**src/rtl/round_key_sequencer.sv**
```systemverilog
// Round-key sequencer: drives round indices to an external key-schedule
// generator, waits out the generator's fetch latency, and streams the 11
// round keys through a 2-entry FIFO in encrypt (0..10) or decrypt (10..0)
// order.
module round_key_sequencer #(
  parameter int FETCH_LAT = 2  // clk edges from kg_round_no update to kg_key capture, 1..4
) (
  input  logic         clk,
  input  logic         rest,
  input  logic         start,
  input  logic         dec_order,
  input  logic         kg_done,
  input  logic [127:0] kg_key,
  output logic [3:0]   kg_round_no,
  output logic [127:0] key_out,
  output logic [3:0]   key_idx,
  output logic         key_valid,
  input  logic         key_ready,
  output logic         key_last,
  output logic         busy,
  output logic         seq_done
);

  typedef enum logic [2:0] {
    IDLE,
    WAIT_KG,
    ISSUE,
    LATENCY,
    PUSH,
    DRAIN
  } state_t;

  localparam logic [1:0] LAT_LAST = 2'(FETCH_LAT - 1);

  state_t       state;
  logic [3:0]   idx;
  logic         dec_q;
  logic [1:0]   lat_cnt;

  // Two-slot FIFO; slot0 is always the head.
  logic [127:0] slot0_key;
  logic [127:0] slot1_key;
  logic [3:0]   slot0_idx;
  logic [3:0]   slot1_idx;
  logic [1:0]   count;

  logic [3:0]   final_idx;
  logic         push;
  logic         pop;

  assign final_idx = dec_q ? 4'd0 : 4'd10;
  assign key_valid = (count != 2'd0);
  assign key_out   = slot0_key;
  assign key_idx   = slot0_idx;
  assign key_last  = key_valid && (slot0_idx == final_idx);
  assign pop       = key_valid && key_ready;
  // A push may proceed into a full FIFO only when the head leaves the same cycle.
  assign push      = (state == PUSH) && ((count != 2'd2) || pop);

  // Sequence control: index stepping, generator handshake and status outputs.
  always_ff @(posedge clk or posedge rest) begin
    if (rest) begin
      state       <= IDLE;
      idx         <= 4'd0;
      dec_q       <= 1'b0;
      lat_cnt     <= 2'd0;
      kg_round_no <= 4'd0;
      busy        <= 1'b0;
      seq_done    <= 1'b0;
    end else begin
      // NOTE: every register here uses <= so all next-state terms read the pre-edge values.
      seq_done <= 1'b0;
      case (state)
        IDLE: begin
          if (start) begin
            dec_q <= dec_order;
            idx   <= dec_order ? 4'd10 : 4'd0;
            busy  <= 1'b1;
            state <= WAIT_KG;
          end
        end
        WAIT_KG: begin
          if (kg_done) state <= ISSUE;
        end
        ISSUE: begin
          kg_round_no <= idx;
          lat_cnt     <= 2'd0;
          state       <= LATENCY;
        end
        LATENCY: begin
          if (lat_cnt == LAT_LAST) state <= PUSH;
          else                     lat_cnt <= lat_cnt + 2'd1;
        end
        PUSH: begin
          if (push) begin
            if (idx == final_idx) begin
              state <= DRAIN;
            end else begin
              idx   <= dec_q ? idx - 4'd1 : idx + 4'd1;
              state <= ISSUE;
            end
          end
        end
        DRAIN: begin
          if (pop && key_last) begin
            seq_done <= 1'b1;
            busy     <= 1'b0;
            state    <= IDLE;
          end
        end
        default: state <= IDLE;
      endcase
    end
  end

  // FIFO storage: in-order push/pop with head kept in slot0.
  always_ff @(posedge clk or posedge rest) begin
    if (rest) begin
      // NOTE: the data slots are reset too, since key_out/key_idx must read zero during reset.
      slot0_key <= '0;
      slot1_key <= '0;
      slot0_idx <= 4'd0;
      slot1_idx <= 4'd0;
      count     <= 2'd0;
    end else begin
      case ({push, pop})
        2'b10: begin
          if (count == 2'd0) begin
            slot0_key <= kg_key;
            slot0_idx <= idx;
          end else begin
            slot1_key <= kg_key;
            slot1_idx <= idx;
          end
          count <= count + 2'd1;
        end
        2'b01: begin
          slot0_key <= slot1_key;
          slot0_idx <= slot1_idx;
          count     <= count - 2'd1;
        end
        2'b11: begin
          if (count == 2'd1) begin
            slot0_key <= kg_key;
            slot0_idx <= idx;
          end else begin
            slot0_key <= slot1_key;
            slot0_idx <= slot1_idx;
            slot1_key <= kg_key;
            slot1_idx <= idx;
          end
        end
        default: ;
      endcase
    end
  end

endmodule
```
**config.mk**
```make
export PLATFORM = sky130hd
export DESIGN_NAME = round_key_sequencer
export DESIGN_NICKNAME = d
export VERILOG_FILES = /design/src/rtl/round_key_sequencer.sv
export SDC_FILE = /design/constraint.sdc
export NUM_CORES = 1
export LEC_CHECK = 0
export ABC_CLOCK_PERIOD_IN_PS = 18800
export CAP_MARGIN = 10
export CORE_UTILIZATION = 54
export CTS_CLUSTER_DIAMETER = 50
export DETAILED_ROUTE_END_ITERATION = 12
export PLACE_DENSITY = 0.82
export SYNTH_ARGS = -nofsm -noshare
export SYNTH_HDL_FRONTEND = slang
export SYNTH_SLANG_ARGS = --single-unit
```
**constraint.sdc**
```tcl
create_clock -name clk -period 18.8 [get_ports clk]
set_clock_uncertainty 0.2 [all_clocks]
set_input_delay 2.82 -clock clk [delete_from_list [all_inputs] [get_ports clk]]
set_output_delay 2.82 -clock clk [all_outputs]
set_load 0.03 [all_outputs]
```
==> impl_summary.log <==
INFO  metric syn-instance-count = 969
INFO  metric worst-endpoint-required = 19010 ps
INFO  metric syn-cell-area = about 12000 sq um
INFO  metric drc_viols = 0
INFO  metric rsz0062_at_grt = no
INFO  metric clock_tree.htree_level_count = 1
INFO  metric critPathArrivalTime = between 5000 and 6000 ps
INFO  metric io_pins = roughly 270
INFO  metric synthDominantCellAreaShare = 0.585
INFO  metric cts_hold_buf = 0
INFO  metric critical_path_peak_fanout = 67
INFO  metric post_cts.resized_instances = 0
INFO  metric most_frequent_standard_cell_in_the_layout_excluding_fill_and_tap_cells = sky130_fd_sc_hd__dfrtp_1
INFO  metric cts_inserted_buffers = 31
INFO  metric largest_net_degree_at_the_start_of_global_routing = approximately 130
INFO  metric layout.filler_cells = 1523
INFO  metric detail_route.wirelength = about 26000 microns
INFO  metric initialDrtViolationCount = approximately 370
INFO  metric track_usage = 0.229
INFO  metric via_count = 8186
INFO  metric root_buffer_cell = sky130_fd_sc_hd__clkbuf_16
INFO  metric fraction_of_synthesis_flops_using_an_asynchronous_set_or_reset_pin = 1.00
INFO  metric num_rows = 54
INFO  metric gpl.final_weighted_congestion = approximately 0.79
INFO  metric synth_top_flop_cell = sky130_fd_sc_hd__dfrtp_1
INFO  metric first_drt_pass_iteration_count = 4
INFO  metric post-synth-top-area-cell = sky130_fd_sc_hd__dfrtp_1
INFO  metric cp-start-kind = input port
INFO  metric syn-num-nets = 1111
INFO  metric core_region_area = between 20000 and 25000 sq um
INFO  metric detailed_placement_hpwl = 17200 microns
INFO  metric worstMarginPinSlew = approximately 1100 ps
INFO  metric final_core_utilization = 0.727
INFO  metric chipHeight = roughly 150 microns
INFO  metric areaGrowthSynthToFinish = 31.8%
INFO  metric final_layout_size_suffix_gt1_frac = 0.162
INFO  metric floorplan.die_area = roughly 23000 sq um
INFO  metric cap_violations = 0
INFO  metric globalRoute.totalOverflow = 0
INFO  metric cts.repair_timing.setup_buffer_count = 0
INFO  metric setup_tns = 0 ps
INFO  metric cts_tree = done
INFO  metric tritoncts_num_sinks = approximately 280
INFO  metric critical_path.slowest_cell = sky130_fd_sc_hd__o2111a_4
INFO  metric final_instance_count_without_filler_cells = around 1500
INFO  metric timing.max_slew.rel_slack = 0.233
INFO  metric worstSetupPathType = in2reg
INFO  metric yosysWarnings = 0
INFO  metric first_global_vias = around 8300
INFO  metric power.static_leakage = around 0.0069 uW
INFO  metric insertion_delay = roughly 540 ps
INFO  metric crit_chain = clkdlybuf4s50_1, nand2_1, o2111a_4, buf_4, mux2_2
INFO  metric hold-worst-slack = 301 ps
INFO  metric antenna_left = 0
INFO  metric timing_hold_violations_final = 0
INFO  metric cts-root-to-sink-buffers = 3
INFO  metric final-max-slew-violation-count = 0
INFO  metric p_total = between 2000 and 3000 uW
INFO  metric outcome = completed
INFO  metric critical_path.endpoint_type = register
INFO  metric post_drt_via_cell_ratio = 5.37
INFO  metric numPlacedInstances = around 1500
INFO  metric layout_common_cells = sky130_fd_sc_hd__dfrtp_1 (282), sky130_fd_sc_hd__clkdlybuf4s50_1 (273), sky130_fd_sc_hd__nor2_1 (138), sky130_fd_sc_hd__a21oi_1 (137), sky130_fd_sc_hd__mux2_2 (137)
INFO  metric die_w = 151 microns
INFO  metric cp_slowest_stage_delay = between 800 and 900 ps
INFO  metric final.period_utilization = 0.288
INFO  metric post_drt_wl_per_cell = between 15 and 20 microns
INFO  metric initial_core_util = 0.551
INFO  metric grt_pass1_wl = just over 40000 microns
INFO  metric synth_seq_area_share = 0.585
INFO  metric clk_pin_slew = 50 ps
INFO  metric ys_ff_latch = ~280
INFO  metric final_net_count = ~1400
INFO  metric antenna_found_initial = 0
INFO  metric final-setup-viol-count = 0
INFO  metric synth_top_cells_by_area = sky130_fd_sc_hd__dfrtp_1 (58%), sky130_fd_sc_hd__mux2_2 (13%), sky130_fd_sc_hd__mux2i_1 (11%)
INFO  metric ir_worst_vdd = about 0.00011 V
INFO  metric hold_class = reg2reg
INFO  metric max_freq = between 150 and 200 MHz
INFO  metric synth-edff-count = 0
INFO  metric syn_area_per_cell = 12.5 sq um
INFO  metric power-per-cell-area = approximately 190 nW/um^2
INFO  metric netlist-cell-type-count = 39
INFO  metric portBuffers = 273
INFO  metric finalWorstPathRequiredPeriod = ~5400 ps
[per-stage QoR]
step	setup slack, ps	instance area [sq um]
final	13380	15900
after global routing	13320	15900
after CTS	13430	15900
after detailed placement	12890	14900
after global placement	12910	14900
after floorplan	8000	12100
[path summary, 6_finish.rpt]
| check | start | endpoint | slack (ps) | cells after the start |
|---|---|---|---|---|
| min in group asynchronous | rest | key_out[22]$_DFFE_PP0P_ | 2690 | 2 |
| max reg2reg | state[0]$_DFFE_PP0P_ | key_out[56]$_DFFE_PP0P_ | 15090 | 6 |
| min reg2reg | slot1_key[76]$_DFFE_PP0P_ | slot1_key[76]$_DFFE_PP0P_ | 300 | 1 |
| max | key_ready | slot1_key[60]$_DFFE_PP0P_ | 13380 | 5 |
| max in group asynchronous | rest | key_out[122]$_DFFE_PP0P_ | 14140 | 3 |
| min | slot1_key[76]$_DFFE_PP0P_ | slot1_key[76]$_DFFE_PP0P_ | 300 | 1 |
[worst max-delay path, delay by kind of cell]
family | cells | cell delay, ps
buf+inv | 2 | 1310
simple gates | 1 | 110
compound gates | 1 | 840
mux | 1 | 410
[layer usage]
layer / part of all wire / routed length, microns / global-route usage
met1: 0.41 / 10700 / 0.287
met2: 0.48 / 12600 / 0.375
met3: 0.089 / 2360 / 0.0689
met4: 0.028 / 739 / 0.0845
met5: 0 / 0 / 0
[area by class of cell]
| cell class | count | area (sq um) | area share |
|---|---|---|---|
| multi-input combinational | 613 | 4620 | 0.290 |
| antenna | 2 | 5.00 | 0.000315 |
| clock buffer | 45 | 918 | 0.0577 |
| inverter | 10 | 45.0 | 0.00283 |
| sequential | 282 | 7060 | 0.444 |
| timing repair buffer | 282 | 2800 | 0.176 |
| tap | 280 | 350 | 0.0220 |
| clock inverter | 10 | 113 | 0.00708 |
[power breakdown]
| part | internal [uW] | switching, uW |
|---|---|---|
| Clock | 364 | 237 |
| Combinational | 589 | 712 |
| Sequential | 911 | 176 |
[registers in the layout (all words and copies together), names as in the netlist]
name / count
busy: 1
count: 2
dec_q: 1
idx: 4
key_idx: 4
key_out: 128
kg_round_no: 4
lat_cnt: 2
seq_done: 1
slot1_idx: 4
slot1_key: 128
state: 3
[cell families (layout without fill, tap and decap cells)]
group	after synthesis	in the layout	synth area share
and+or+nand+nor	169	169	0.0587
other	0	2	0
AOI/OAI and AO/OA	163	163	0.0729
DFF	282	282	0.585
adders and majority gates	8	8	0.00892
buffers and inverters	74	347	0.0342
xor gates and xnor gates	3	3	0.00218
muxes	270	270	0.238
[cell usage after synthesis, drive strengths merged, types with 2 or more instances]
| master | n |
|---|---|
| xnor2 | 3 |
| nor3b | 2 |
| o21ai | 9 |
| a21oi | 138 |
| dfrtp | 282 |
| buf | 62 |
| a22o | 2 |
| nor3 | 3 |
| inv | 10 |
| nand2b | 3 |
| o31ai | 4 |
| nor2 | 138 |
| nand2 | 6 |
| nand3 | 7 |
| mux2 | 137 |
| clkbuf | 2 |
| mux2i | 133 |
| ha | 7 |
| o211ai | 3 |
| nor2b | 2 |
Note: power is estimated with default switching activity, not from simulation.
